`src/rtl/stage_buffer_pkg.sv`:
```
// Shared pipeline defines: ID/EX payload layout and the stage_buffer occupancy-update encoding.
// stage_buffer stays payload-agnostic; the ID/EX stage instantiates it with DATA_W = IDEX_PAYLOAD_W.
package stage_buffer_pkg;

   localparam int XLEN        = 32;
   localparam int ALUSEL_W    = 3;
   localparam int REG_ADDR_W  = 5;

   typedef struct packed {
      logic [ALUSEL_W-1:0]   alusel;
      logic [XLEN-1:0]       op1;
      logic [XLEN-1:0]       op2;
      logic [XLEN-1:0]       imm;
      logic [XLEN-1:0]       pc;
      logic [REG_ADDR_W-1:0] rd;
      logic                  wreg;
      logic [XLEN-1:0]       inst;
   } idex_payload_t;

   localparam int IDEX_PAYLOAD_W = $bits(idex_payload_t);

   // Encoded as {push, pop} so the update can be selected with a single case.
   typedef enum logic [1:0] {
      SB_IDLE = 2'b00,
      SB_POP  = 2'b01,
      SB_PUSH = 2'b10,
      SB_BOTH = 2'b11
   } sb_op_e;

endpackage

```
`src/rtl/stage_buffer.sv`:
```
// Ready/valid circular stage buffer; with DEPTH=2 it acts as a skid buffer between pipeline stages.
// Flush empties the buffer (branch interception); out_data shows an all-zero bubble when empty.
module stage_buffer
   import stage_buffer_pkg::*;
#(
   parameter int DATA_W = 32,
   parameter int DEPTH  = 2
) (
   input  logic                         clk,
   input  logic                         rst,
   input  logic                         flush,
   input  logic                         in_valid,
   output logic                         in_ready,
   input  logic [DATA_W-1:0]            in_data,
   output logic                         out_valid,
   input  logic                         out_ready,
   output logic [DATA_W-1:0]            out_data,
   output logic [$clog2(DEPTH+1)-1:0]   count
);

   localparam int PTR_W = $clog2(DEPTH);
   localparam int CNT_W = $clog2(DEPTH+1);

   logic [DATA_W-1:0] mem_q [DEPTH];
   logic [PTR_W-1:0]  wr_ptr_q, wr_ptr_d;
   logic [PTR_W-1:0]  rd_ptr_q, rd_ptr_d;
   logic [CNT_W-1:0]  count_q, count_d;
   logic              push, pop;
   sb_op_e            op;

   // Handshake flags come only from registered occupancy, so out_ready never reaches in_ready.
   assign in_ready  = (count_q < CNT_W'(DEPTH));
   assign out_valid = (count_q != '0);
   assign out_data  = out_valid ? mem_q[rd_ptr_q] : '0;
   assign count     = count_q;

   assign push = in_valid && in_ready && !flush;
   assign pop  = out_valid && out_ready && !flush;
   assign op   = sb_op_e'({push, pop});

   always_comb begin
      wr_ptr_d = wr_ptr_q;
      rd_ptr_d = rd_ptr_q;
      count_d  = count_q;
      unique case (op)
         SB_PUSH: begin
            wr_ptr_d = wr_ptr_q + PTR_W'(1);
            count_d  = count_q + CNT_W'(1);
         end
         SB_POP: begin
            rd_ptr_d = rd_ptr_q + PTR_W'(1);
            count_d  = count_q - CNT_W'(1);
         end
         SB_BOTH: begin
            wr_ptr_d = wr_ptr_q + PTR_W'(1);
            rd_ptr_d = rd_ptr_q + PTR_W'(1);
         end
         default: ;
      endcase
      if (flush) begin
         wr_ptr_d = '0;
         rd_ptr_d = '0;
         count_d  = '0;
      end
   end

   always_ff @(posedge clk or posedge rst) begin
      if (rst) begin
         wr_ptr_q <= '0;
         rd_ptr_q <= '0;
         count_q  <= '0;
      end else begin
         wr_ptr_q <= wr_ptr_d;
         rd_ptr_q <= rd_ptr_d;
         count_q  <= count_d;
      end
   end

   // Payload storage is never reset or cleared; occupancy alone decides what is visible.
   always_ff @(posedge clk) begin
      if (push) begin
         mem_q[wr_ptr_q] <= in_data;
      end
   end

endmodule

```
`config.mk`:
```
export PLATFORM = sky130hd
export DESIGN_NAME = stage_buffer
export DESIGN_NICKNAME = d
export VERILOG_FILES = /design/src/rtl/stage_buffer_pkg.sv /design/src/rtl/stage_buffer.sv
export SDC_FILE = /design/constraint.sdc
export NUM_CORES = 1
export LEC_CHECK = 0
export ABC_AREA = 1
export BUFFER_PORTS_ARGS = -buffer_cell sky130_fd_sc_hd__clkbuf_2
export CAP_MARGIN = 20
export CORE_MARGIN = 4
export CORE_UTILIZATION = 40
export DETAILED_ROUTE_END_ITERATION = 10
export PLACE_DENSITY = 0.65
export SYNTH_ARGS = -nofsm -noshare
export SYNTH_HDL_FRONTEND = slang
export SYNTH_SLANG_ARGS = --single-unit
```
`constraint.sdc`:
```
create_clock -name clk -period 5.98 [get_ports clk]
set_clock_uncertainty 0.05 [all_clocks]
set_input_delay 0.299 -clock clk [delete_from_list [all_inputs] [get_ports clk]]
set_output_delay 0.299 -clock clk [all_outputs]
set_load 0.03 [all_outputs]
```
* After elaboration in Yosys (flattened, before gate mapping)
Memories as Yosys holds them, arrays and structs flattened. Index checks and enable logic that the tools add are counted.
Word-level totals: bits in registers 4, memory bits (writable) 64, input port bits 37, logic and storage cells 32, memories 1
Memory list:
- mem_q | words 2, bits a word 32, read ports 1, clocked after memory_dff 0, write ports 1, line stage_buffer.sv:24 | logic [DATA_W-1:0] mem_q [DEPTH];
Operators by class: $add $sub $neg 4, $lt $le $gt $ge 1, equal/unequal tests 3, mux-type cells 9, reduce and logical (&&, ||, !) cells 11
Operator list (count):
- 2-to-1 mux 32 bit | 1
- 2-to-1 mux 1 bit | 6
- nonzero test 2 bit | 3
- equality test 2 bit, second input constant | 2
- logical AND 1 bit | 4
- one-hot mux 2 bit (2 select lines) | 1
- OR reduction 2 bit | 2
- nonzero test 3 bit | 1
- adder 1 bit, second input constant | 2
- adder 2 x 1 -> 2 bit, second input constant | 1
- equality test 2 x 1 -> 1 bit, second input constant | 1
- < comparator 2 bit, second input constant | 1
- 2-to-1 mux 2 bit | 1
- subtractor 2 x 1 -> 2 bit, second input constant | 1
- zero test 1 bit | 1

* Logic depth before layout (Yosys ltp)
depth in word-level cells 7, gate-level depth with buffers 8, depth with buffers taken out 8

* Least setup slack after synthesis
Ideal clock, no wire load.
path type register -> register, start point register count_q[1], in the netlist count[1], end point memory mem_q[0][0], enable pin, arrival time 2.350 ns, required time 5.508 ns, setup slack 3.159 ns, cell stages (with the launch flop) 6, clock period less this slack 2.821 ns, cell sequence dfrtp_1 -> inv_2 -> nand2_1 -> nor2_2 -> inv_2 -> nor2_1
On the way: cells in the longest elaborated chain, start to end 5
Ends and longest elaborated chain:
- start, declared | line stage_buffer.sv:27 | logic [CNT_W-1:0] count_q, count_d;
- start signal, assigned | line stage_buffer.sv:75 | count_q <= count_d;
- < comparator 2 bit | line stage_buffer.sv:32 | assign in_ready = (count_q < CNT_W'(DEPTH));
- named net in_ready | line stage_buffer.sv:13 | output logic in_ready,
- logical AND 1 bit (2 in a row) | line stage_buffer.sv:37 | assign push = in_valid && in_ready && !flush;
- 2-to-1 mux 1 bit | line stage_buffer.sv:81 | if (push) begin
- 2-to-1 mux 1 bit (not written as such) | line stage_buffer.sv:82 | mem_q[wr_ptr_q] <= in_data;
- end, declared | line stage_buffer.sv:24
The timed path passes the listed nets, and every way through them passes these cells.

* Final worst setup path
start point register count_q[0], in the netlist count[0], end point output out_data[26]
On the way: cells in the longest elaborated chain, start to end 2
Ends and longest elaborated chain:
- nonzero test 2 bit | line stage_buffer.sv:33 | assign out_valid = (count_q != '0);
- 2-to-1 mux 32 bit | line stage_buffer.sv:34 | assign out_data = out_valid ? mem_q[rd_ptr_q] : '0;
- end, declared | line stage_buffer.sv:17 | output logic [DATA_W-1:0] out_data,
Every way passes these cells.

==> impl_results.md <==
- Pwr dens: 309 mW/mm2
- Number of global-route vias before repair: 1664
- Total grt overflow: 0
- Fill cell count: about 580
- 1st-pass router iterations: 6
- Most frequent cells in the layout: 77 x nand2_1, 72 x clkbuf_2, 64 x edfxtp_1, 33 x a21oi_1, 9 x clkbuf_8
- Antenna cells: 0
- Setup TNS: 0 ns
- Synth area leader: edfxtp_1
- Slew Viols, Final: 0
- Final Cycle Share: 36.9%
- Placer Congestion: 0.745
- Routed Antenna Nets: 0
- Finished Core Util: 50.6%
- Least-Margin Pin Slew: 0.942 ns
- Root buffer cell: clkbuf_8
- Hold WC Path Type: input port to register
- Pleak: 1.33 nW
- CTS tree: done
- Max Cap Viol: 0
- Routed len/inst: 14.3 um
- Ranking of synthesized cells by area: edfxtp_1 73%, nand2_1 11%, a21oi_1 6.3%
- Post-placement cell count: approximately 350
- Vias: between 1500 and 2000
- Boundary Pins: 73
- Total Routed Length: 5240 um
- Slew HR: between 30% and 40%
- Arrival @ worst endpoint: roughly 1.9 ns
- Path depth of the worst reg2reg path: 5
- Unique masters post-synth: 14
- Kind of critical path: register to output pin
- Worst-path clk slew: around 0.070 ns
- Post-Syn Area per Cell: 12.6 um2
- NumNets Final: approximately 320
- Post-Synthesis Cell Area: 0.00264 mm2
- Reg-to-Reg Start: count[1]
- Min Clock Period, post-route: 2.20 ns
- Non-Filler Instances: 367
- Syn Nets: 247
- Maximum vdd drop: 0.237 mV
- Width of the die: 89.2 um
- Crit Path Max Fanout: 23
- CP endpoint kind: output pin
- Post-route DRC: 0
- Hold-fix buffer count after cts: 1
- Die footprint: 0.00796 mm2
- Total GRT Usage: about 14%
- Starting density of the core: 41.3%
- Worst path max stage delay: 0.42 ns
- R2r endpoint: mem_q[1][28]
- Core Region: around 0.0064 mm2
- Endpoints failing setup: 0
- Dpl hpwl: between 3000 and 4000 um
- WP data required: 5.63 ns
- Post-CTS setup buffers: 0
- RSZ-0062 raised after global routing: false
- Status: completed
- Fmax: 454 MHz
- Hold endpoint: mem_q[0][9]
- Worst-case clock buffer depth: 2
- Most common cell after layout, fill and taps aside: nand2_1
- CP Launch Type: register
- CTS Buf Count: 9
- Hold Path Origin: in_data[9]
- Syn Inst Count: 210
- Post-synthesis sequential area ratio: 76.7%
- Via density: ~4.8
- H-tree depth: 3
- Worst hold margin: 0.0995 ns
- Port bufs: 72
- Final hold vios: 0
- Site row count: 29
- Hold Path Stages: 1
- Yosys Warn Count: 0
- Cts repair resizes: 0
- Worst path cell trace: nor2_2 -> buf_4 -> a21oi_1 -> clkbuf_2
- Clock latency on the worst-skew pair: 0.33 ns
- R2R Setup Slk: 4.05 ns
- Synth top area share: 72.9%
- Worst path slowest cell: dfrtp_1
- First-pass GRT wire length: 7880 um
- Share of layout cells above drive strength 1: between 30% and 40%
- Chip Height: 89.2 um
- CTS Sinks: 68
- Violation count after the first detailed-route iteration: 94
- Largest net degree at the start of global routing: 35
- Initial antenna violation count: 0
- Area taken by multi-input logic gates: between 500 and 600 um2
- #FFs+latches synth: slightly below 70
- P&R area growth vs syn: 22.6%
- FF+latch area: ~0.0020 mm2
==> Yosys cell counts <==
cell and instances:
buf_2 10, nand4_1 2, dfrtp_1 4, nand2_2 1
a21oi_2 2, nor2_1 2, inv_1 6, a21oi_1 33
nor2_2 3, o21ai_1 2, edfxtp_1 64, nand3_1 1
nand2_1 77, inv_2 3
==> routing by layer <==
| layer | track usage, % | vias up | routed length (um) |
|---|---|---|---|
| met5 | 0 | - | 0 |
| met4 | 8.12 | 0 | 108 |
| met3 | 3.50 | 9 | 336 |
| met2 | 23.1 | 45 | 2690 |
| met1 | 16.1 | 814 | 2100 |
| li1 | - | 878 | - |
==> worst max-delay path: cells and delay by family (launching register included) <==
family                 cells  cell delay, ns
buffers and inverters      2            0.57
DFF                        1            0.42
and+or+nand+nor            1            0.42
AOI/OAI and AO/OA          1            0.10
==> cell families (layout without fill, tap and decap cells) <==
group,Yosys count,in the layout,synth area share [%]
AO/OA/AOI/OAI,37,37,7.31
buffers and inverters,19,99,3.18
AND/OR/NAND/NOR,86,86,12.9
flip-flops,68,68,76.7
==> worst max-delay path by stage <==
stage / from / to / slack [ns]
finish: count[0] / out_data[26] / 3.78
global route: count[0] / out_data[10] / 3.66
CTS: count[0] / out_data[15] / 3.75
detailed placement: count[1] / mem_q[0][4] / 4.02
global placement: count[1] / mem_q[1][4] / 4.02
floorplan: count[1] / mem_q[0][0] / 3.16
==> flip-flops by register name (all words and copies together), names as in the netlist <==
register / cells
wr_ptr_q: 1
mem_q: 64
rd_ptr_q: 1
count: 2
==> per-stage QoR <==
stage          power (W)  area, um2  worst slack [ns]
6_report        0.000999       3230              3.78
4_1_cts          0.00101       3230              3.75
5_1_grt          0.00105       3230              3.66
3_3_place_gp    0.000715       3070              4.02
2_1_floorplan   0.000663       2640              3.16
3_5_place_dp    0.000717       3070              4.02
==> power by group <==
group,internal (W),switching [W]
Clock,0.000144,0.000150
Combinational,0.0000403,0.000114
Sequential,0.000544,0.00000644
==> area by class of cell <==
type,count,share of cell area [%]
clock buffers,11,4.06
clock inverters,4,0.542
inverters,9,1.04
multi-input cells,123,16.9
flip-flops and latches,68,62.5
well taps,77,2.98
repair buffers,75,11.9
Power figures use the tool's default switching activity.
